<file path="config.mk">
export PLATFORM = sky130hd
export DESIGN_NAME = barrel_shifter_pipe
export DESIGN_NICKNAME = d
export VERILOG_FILES = /design/src/rtl/alu_shift_pkg.sv /design/src/rtl/shift_pipe_slice.sv /design/src/rtl/barrel_shifter_pipe.sv
export SDC_FILE = /design/constraint.sdc
export NUM_CORES = 1
export LEC_CHECK = 0
export CELL_PAD_IN_SITES_DETAIL_PLACEMENT = 2
export CELL_PAD_IN_SITES_GLOBAL_PLACEMENT = 2
export CORE_ASPECT_RATIO = 2
export CORE_MARGIN = 1.5
export CORE_UTILIZATION = 37
export DETAILED_ROUTE_END_ITERATION = 8
export DONT_BUFFER_PORTS = 1
export HOLD_SLACK_MARGIN = 0.06
export PLACE_DENSITY_LB_ADDON = 0.05
export SLEW_MARGIN = 40
export SYNTH_ARGS = -nofsm -noshare
export SYNTH_HDL_FRONTEND = slang
export SYNTH_SLANG_ARGS = --single-unit
</file>
<file path="constraint.sdc">
create_clock -name clk_i -period 2.39 [get_ports clk_i]
set_input_delay 0.478 -clock clk_i [delete_from_list [all_inputs] [get_ports clk_i]]
set_output_delay 0.478 -clock clk_i [all_outputs]
set_load 0.05 [all_outputs]
</file>
<file path="src/rtl/alu_shift_pkg.sv">
// Shared definitions for the ALU shift path.
// Op encodings and width helpers.
package alu_shift_pkg;

  typedef enum logic [1:0] {
    SHIFT_SLL = 2'b00,
    SHIFT_SRL = 2'b01,
    SHIFT_SRA = 2'b10,
    SHIFT_ROR = 2'b11
  } shift_op_e;

  function automatic int clog2(input int n);
    int r;
    r = 0;
    while ((1 << r) < n) r++;
    return r;
  endfunction

endpackage

</file>
<file path="src/rtl/shift_pipe_slice.sv">
// One valid/ready register slice of the shifter pipeline.
// Holds its payload while stalled; flush drops the valid bit only.
module shift_pipe_slice #(
  parameter int PW = 8
) (
  input  logic          clk_i,
  input  logic          rstn_i,
  input  logic          flush_i,
  input  logic          in_valid_i,
  output logic          in_ready_o,
  input  logic [PW-1:0] in_data_i,
  output logic          out_valid_o,
  input  logic          out_ready_i,
  output logic [PW-1:0] out_data_o
);

  assign in_ready_o = !out_valid_o || out_ready_i;

  always_ff @(posedge clk_i or negedge rstn_i) begin
    if (!rstn_i) begin
      out_valid_o <= 1'b0;
      out_data_o  <= '0;
    end else if (flush_i) begin
      out_valid_o <= 1'b0;
    end else if (in_ready_o) begin
      out_valid_o <= in_valid_i;
      if (in_valid_i) out_data_o <= in_data_i;
    end
  end

endmodule

</file>
<file path="src/rtl/barrel_shifter_pipe.sv">
// Pipelined log barrel shifter: SLL/SRL/SRA/ROR.
// Mux levels are grouped between PIPE_STAGES register slices.
module barrel_shifter_pipe
  import alu_shift_pkg::*;
#(
  parameter int WIDTH       = 32,
  parameter int PIPE_STAGES = 1,
  parameter int TAG_W       = 4
) (
  input  logic                    clk_i,
  input  logic                    rstn_i,
  input  logic                    flush_i,
  input  logic                    in_valid_i,
  output logic                    in_ready_o,
  input  logic [WIDTH-1:0]        in_data_i,
  input  logic [clog2(WIDTH)-1:0] in_shamt_i,
  input  logic [1:0]              in_op_i,
  input  logic [TAG_W-1:0]        in_tag_i,
  output logic                    out_valid_o,
  input  logic                    out_ready_i,
  output logic [WIDTH-1:0]        out_data_o,
  output logic [TAG_W-1:0]        out_tag_o
);

  localparam int L  = clog2(WIDTH);
  localparam int SW = L;
  localparam int G  = (L + PIPE_STAGES - 1) / PIPE_STAGES;

  typedef struct packed {
    logic [TAG_W-1:0] tag;
    shift_op_e        op;
    logic             sign;
    logic [SW-1:0]    shamt;
    logic [WIDTH-1:0] data;
  } slot_t;

  localparam int PW = $bits(slot_t);

  function automatic logic [WIDTH-1:0] lvl(
    input logic [WIDTH-1:0] d,
    input shift_op_e        op,
    input logic             s,
    input int               amt
  );
    logic [WIDTH-1:0] r;
    unique case (op)
      SHIFT_SLL: r = d << amt;
      SHIFT_SRL: r = d >> amt;
      SHIFT_SRA: r = (d >> amt) | ({WIDTH{s}} << (WIDTH - amt));
      default:   r = (d >> amt) | (d << (WIDTH - amt));
    endcase
    return r;
  endfunction

  slot_t pl  [PIPE_STAGES+1];
  logic  vld [PIPE_STAGES+1];
  logic  rdy [PIPE_STAGES+1];

  // Sign is latched at accept so later SRA levels see the original MSB.
  always_comb begin
    pl[0]       = '0;
    pl[0].tag   = in_tag_i;
    pl[0].op    = shift_op_e'(in_op_i);
    pl[0].sign  = in_data_i[WIDTH-1];
    pl[0].shamt = in_shamt_i;
    pl[0].data  = in_data_i;
  end

  assign vld[0]           = in_valid_i && !flush_i;
  assign rdy[PIPE_STAGES] = out_ready_i;
  assign in_ready_o       = rdy[0] && !flush_i;

  for (genvar i = 0; i < PIPE_STAGES; i++) begin : g_stage
    localparam int LO = i * G;
    localparam int HI = ((i + 1) * G > L) ? L : (i + 1) * G;

    slot_t nx;

    always_comb begin
      nx = pl[i];
      for (int k = LO; k < HI; k++) begin
        if (nx.shamt[k[SW-1:0]])
          nx.data = lvl(nx.data, nx.op, nx.sign, 1 << k);
      end
    end

    shift_pipe_slice #(
      .PW(PW)
    ) u_slice (
      .clk_i      (clk_i),
      .rstn_i     (rstn_i),
      .flush_i    (flush_i),
      .in_valid_i (vld[i]),
      .in_ready_o (rdy[i]),
      .in_data_i  (nx),
      .out_valid_o(vld[i+1]),
      .out_ready_i(rdy[i+1]),
      .out_data_o (pl[i+1])
    );
  end

  assign out_valid_o = vld[PIPE_STAGES];
  assign out_data_o  = pl[PIPE_STAGES].data;
  assign out_tag_o   = pl[PIPE_STAGES].tag;

  logic unused_tail;
  assign unused_tail = ^{pl[PIPE_STAGES].op,
                         pl[PIPE_STAGES].sign,
                         pl[PIPE_STAGES].shamt};

endmodule
</file>
==> flow_summary.toml <==
[outcome]
run_status = "complete, no violations"

[worst_hold_path]
hold_path_class = "in2reg"

[floorplanning]
coreArea_mm2 = 0.01490
dieWidth_um = 90.30
die_h_um = 177.6
die-area_mm2 = 0.01604
start_util_pct = 37.85
io_pins = 86
rows = 63

[place]
gp_congestion = 0.9881
place_inst = 1026
hpwl_mm = 25.46
numPortBuffers = 0

[yosys]
async_flop_share_pct = 100.0
synth_common_cells = "nor2_1, a21oi_1, o21ai_0, nand2_1, clkbuf_1"
syn-num-nets = 837
ys_types = 81
synth_xor_area_share_pct = 0.3106
syn-cell-area_mm2 = 0.005639
synth_mux_area_share_pct = 6.834
synth_area_leader_cell = "dfrtp_1"
synth_compound_area_share_pct = 43.78
synthAdderAreaFrac_pct = 0
syn_inst = 789
ys_top_cells_by_area = "dfrtp_1, a21oi_1, o21ai_0"
synth-edff-count = 0
synth-seq-area-share_pct = 16.42
synth_top_area_share_pct = 16.42
synthSimpleGateAreaFrac_pct = 25.58
synth_seq_cells = 37
synth_warnings = 0
avgSynthCellArea_um2 = 7.147
synth_ff_type = "dfrtp_1"
yosysMostFrequentCell = "nor2_1"
synth_top_family_by_area = "compound AO/OA/AOI/OAI gates"

[sta]
period_share_pct = 97.87
worst_pin_slew_ns = 0.7907
slew_headroom_pct = 46.62
final_hold_viol_count = 0
timing.fmax_ghz = 0.4275
holdWs_ns = 0.2502
slew_viol_final = 0
setup_violations = 0
rsz0062_at_grt = "false"
finalClockSkew_ns = 0.005875
finalCriticalPeriod_ns = 2.339

[final_layout]
multi_input_area_mm2 = 0.004342
seq_area_um2 = 925.9
nNetsFinal = 888
syn2layout_area_growth_pct = 19.21
drive_above_1_share_pct = 22.59
stdcell_count = 1036
fillerInstances = 1765
n_antenna_cell = 0

[route]
vias_per_cell = 7.054
num_vias = 7308
routed_wl_mm = 32.25
route.detailed.drc = 0
wl_per_cell_um = 31.13
dr.pass1.iters = 5
drtAntennaViolNets = 0
drtIter0Drc = 388

[critical_path]
crit_required_ns = 2.55
startpoint_type = "input pin"
cp.arrival_ns = 2.50
crit_path_end_kind = "flop"
cp_max_fo = 76
worstSetupPathType = "in2reg"

[global_routing]
grt-ovfl-total = 0
grt_pass1_wl_mm = 48.62
grt_use_total_pct = 39.81
grt_pass1_vias = 8011
antenna_found_initial = 0
grt_max_degree = 120

[clocking]
tritoncts = "done"
cts_sinks = 37
clk_path_buf_depth = 2
htree_levels = 2
cts_buffers = 5
root_buffer = "clkbuf_16"
clkLatencyLatePin_ns = 0.29
clk_transition_reported_paths_ns = 0.06

[power]
ir_worst_vdd_mv = 0.2845
p_leak_nw = 2.561
power_density_mw_per_mm2 = 515.0

[flow_run]
maxCapViolations = 0
==> routing by layer <==
layer	wire, um	GRT usage, %
met5	0	0
met4	3174	36.11
met3	1455	5.141
met2	16830	73.52
met1	10790	37.75
==> final cells by class <==
| cell class | instances | area share (%) |
|---|---|---|
| Timing Repair Buffer | 123 | 14.89 |
| Clock inverter | 2 | 0.5583 |
| Clock buffer | 6 | 2.066 |
| Tap cell | 195 | 3.629 |
| Multi-Input combinational cell | 664 | 64.58 |
| Inverter | 9 | 0.5025 |
| Sequential cell | 37 | 13.77 |
==> worst max-delay path, stage by stage <==
cell      delay [ns]
or2_1           0.26
buf_4           0.21
nand2_1         0.26
a211oi_1        0.55
o21ai_0         0.15
and3_1          0.21
o21ai_0         0.25
nand3_1         0.11
==> registers in the layout (all words and copies together), names as in the netlist <==
register                     flops
g_stage.u_slice.out_data_o      36
g_stage.u_slice.out_valid_o      1
==> final timing paths <==
| check | start | to | slack (ns) | cells past startpoint |
|---|---|---|---|---|
| max in group asynchronous | rstn_i | g_stage[0].u_slice.out_data_o[18] | 1.52 | 2 |
| setup / recovery | in_op_i[1] | g_stage[0].u_slice.out_data_o[13] | 0.05 | 8 |
| hold / removal | flush_i | g_stage[0].u_slice.out_valid_o | 0.25 | 1 |
| hold reg to reg | g_stage[0].u_slice.out_data_o[40] | g_stage[0].u_slice.out_data_o[40] | 0.78 | 2 |
| setup reg to reg | g_stage[0].u_slice.out_valid_o | g_stage[0].u_slice.out_data_o[4] | 0.46 | 7 |
| min in group asynchronous | rstn_i | g_stage[0].u_slice.out_data_o[20] | 0.67 | 2 |
==> per-stage QoR <==
stage	area, um^2	power (mW)	setup TNS (ns)	util (%)	setup slack (ns)
after global placement	6489	2.551	-3.963	43.55	-0.3916
after CTS	6705	3.445	0	45.01	0.02008
final	6723	3.462	0	45.12	0.05080
after detailed placement	6494	2.621	-3.420	43.59	-0.3733
after floorplan	5639	2.108	0	-	0.01477
after global routing	6723	3.575	0	45.12	0.005185
==> cells by family after synthesis <==
group | after synthesis
xor gates and xnor gates | 2
and+or+nand+nor | 280
DFF | 37
AOI/OAI and AO/OA | 351
muxes | 31
buffers and inverters | 88
==> power by group <==
group | switching (mW) | internal [mW] | leakage, nW
Sequential | 0.544 | 0.739 | 0.444
Combinational | 0.799 | 0.590 | 2.03
Clock | 0.270 | 0.521 | 0.0831
Total | 1.61 | 1.85 | 2.56
==> repair_timing <==
action                                  4_1_cts  5_1_grt
hold endpoints to repair                     37        0
resized for setup                             2        5
buffers inserted                              0        0
hold buffers                                  2        0
endpoints found under the setup margin        3        5
==> layout by cell type (no fill, tap or decap), types with 11 or more instances in the layout <==
master and instances:
a211oi_1 24, a21oi_1 70, a311oi_1 20, a31oi_1 14, buf_4 116, dfrtp_1 37
mux2i_1 16, nand2_1 69, nand2b_1 12, nand3_1 17, nor2_1 78, nor3_1 23
o211ai_1 17, o21ai_0 68, o21ai_1 11, o22ai_1 11, o31ai_1 11, or3b_1 15
or3b_2 15
Power figures use the tool's default switching activity.
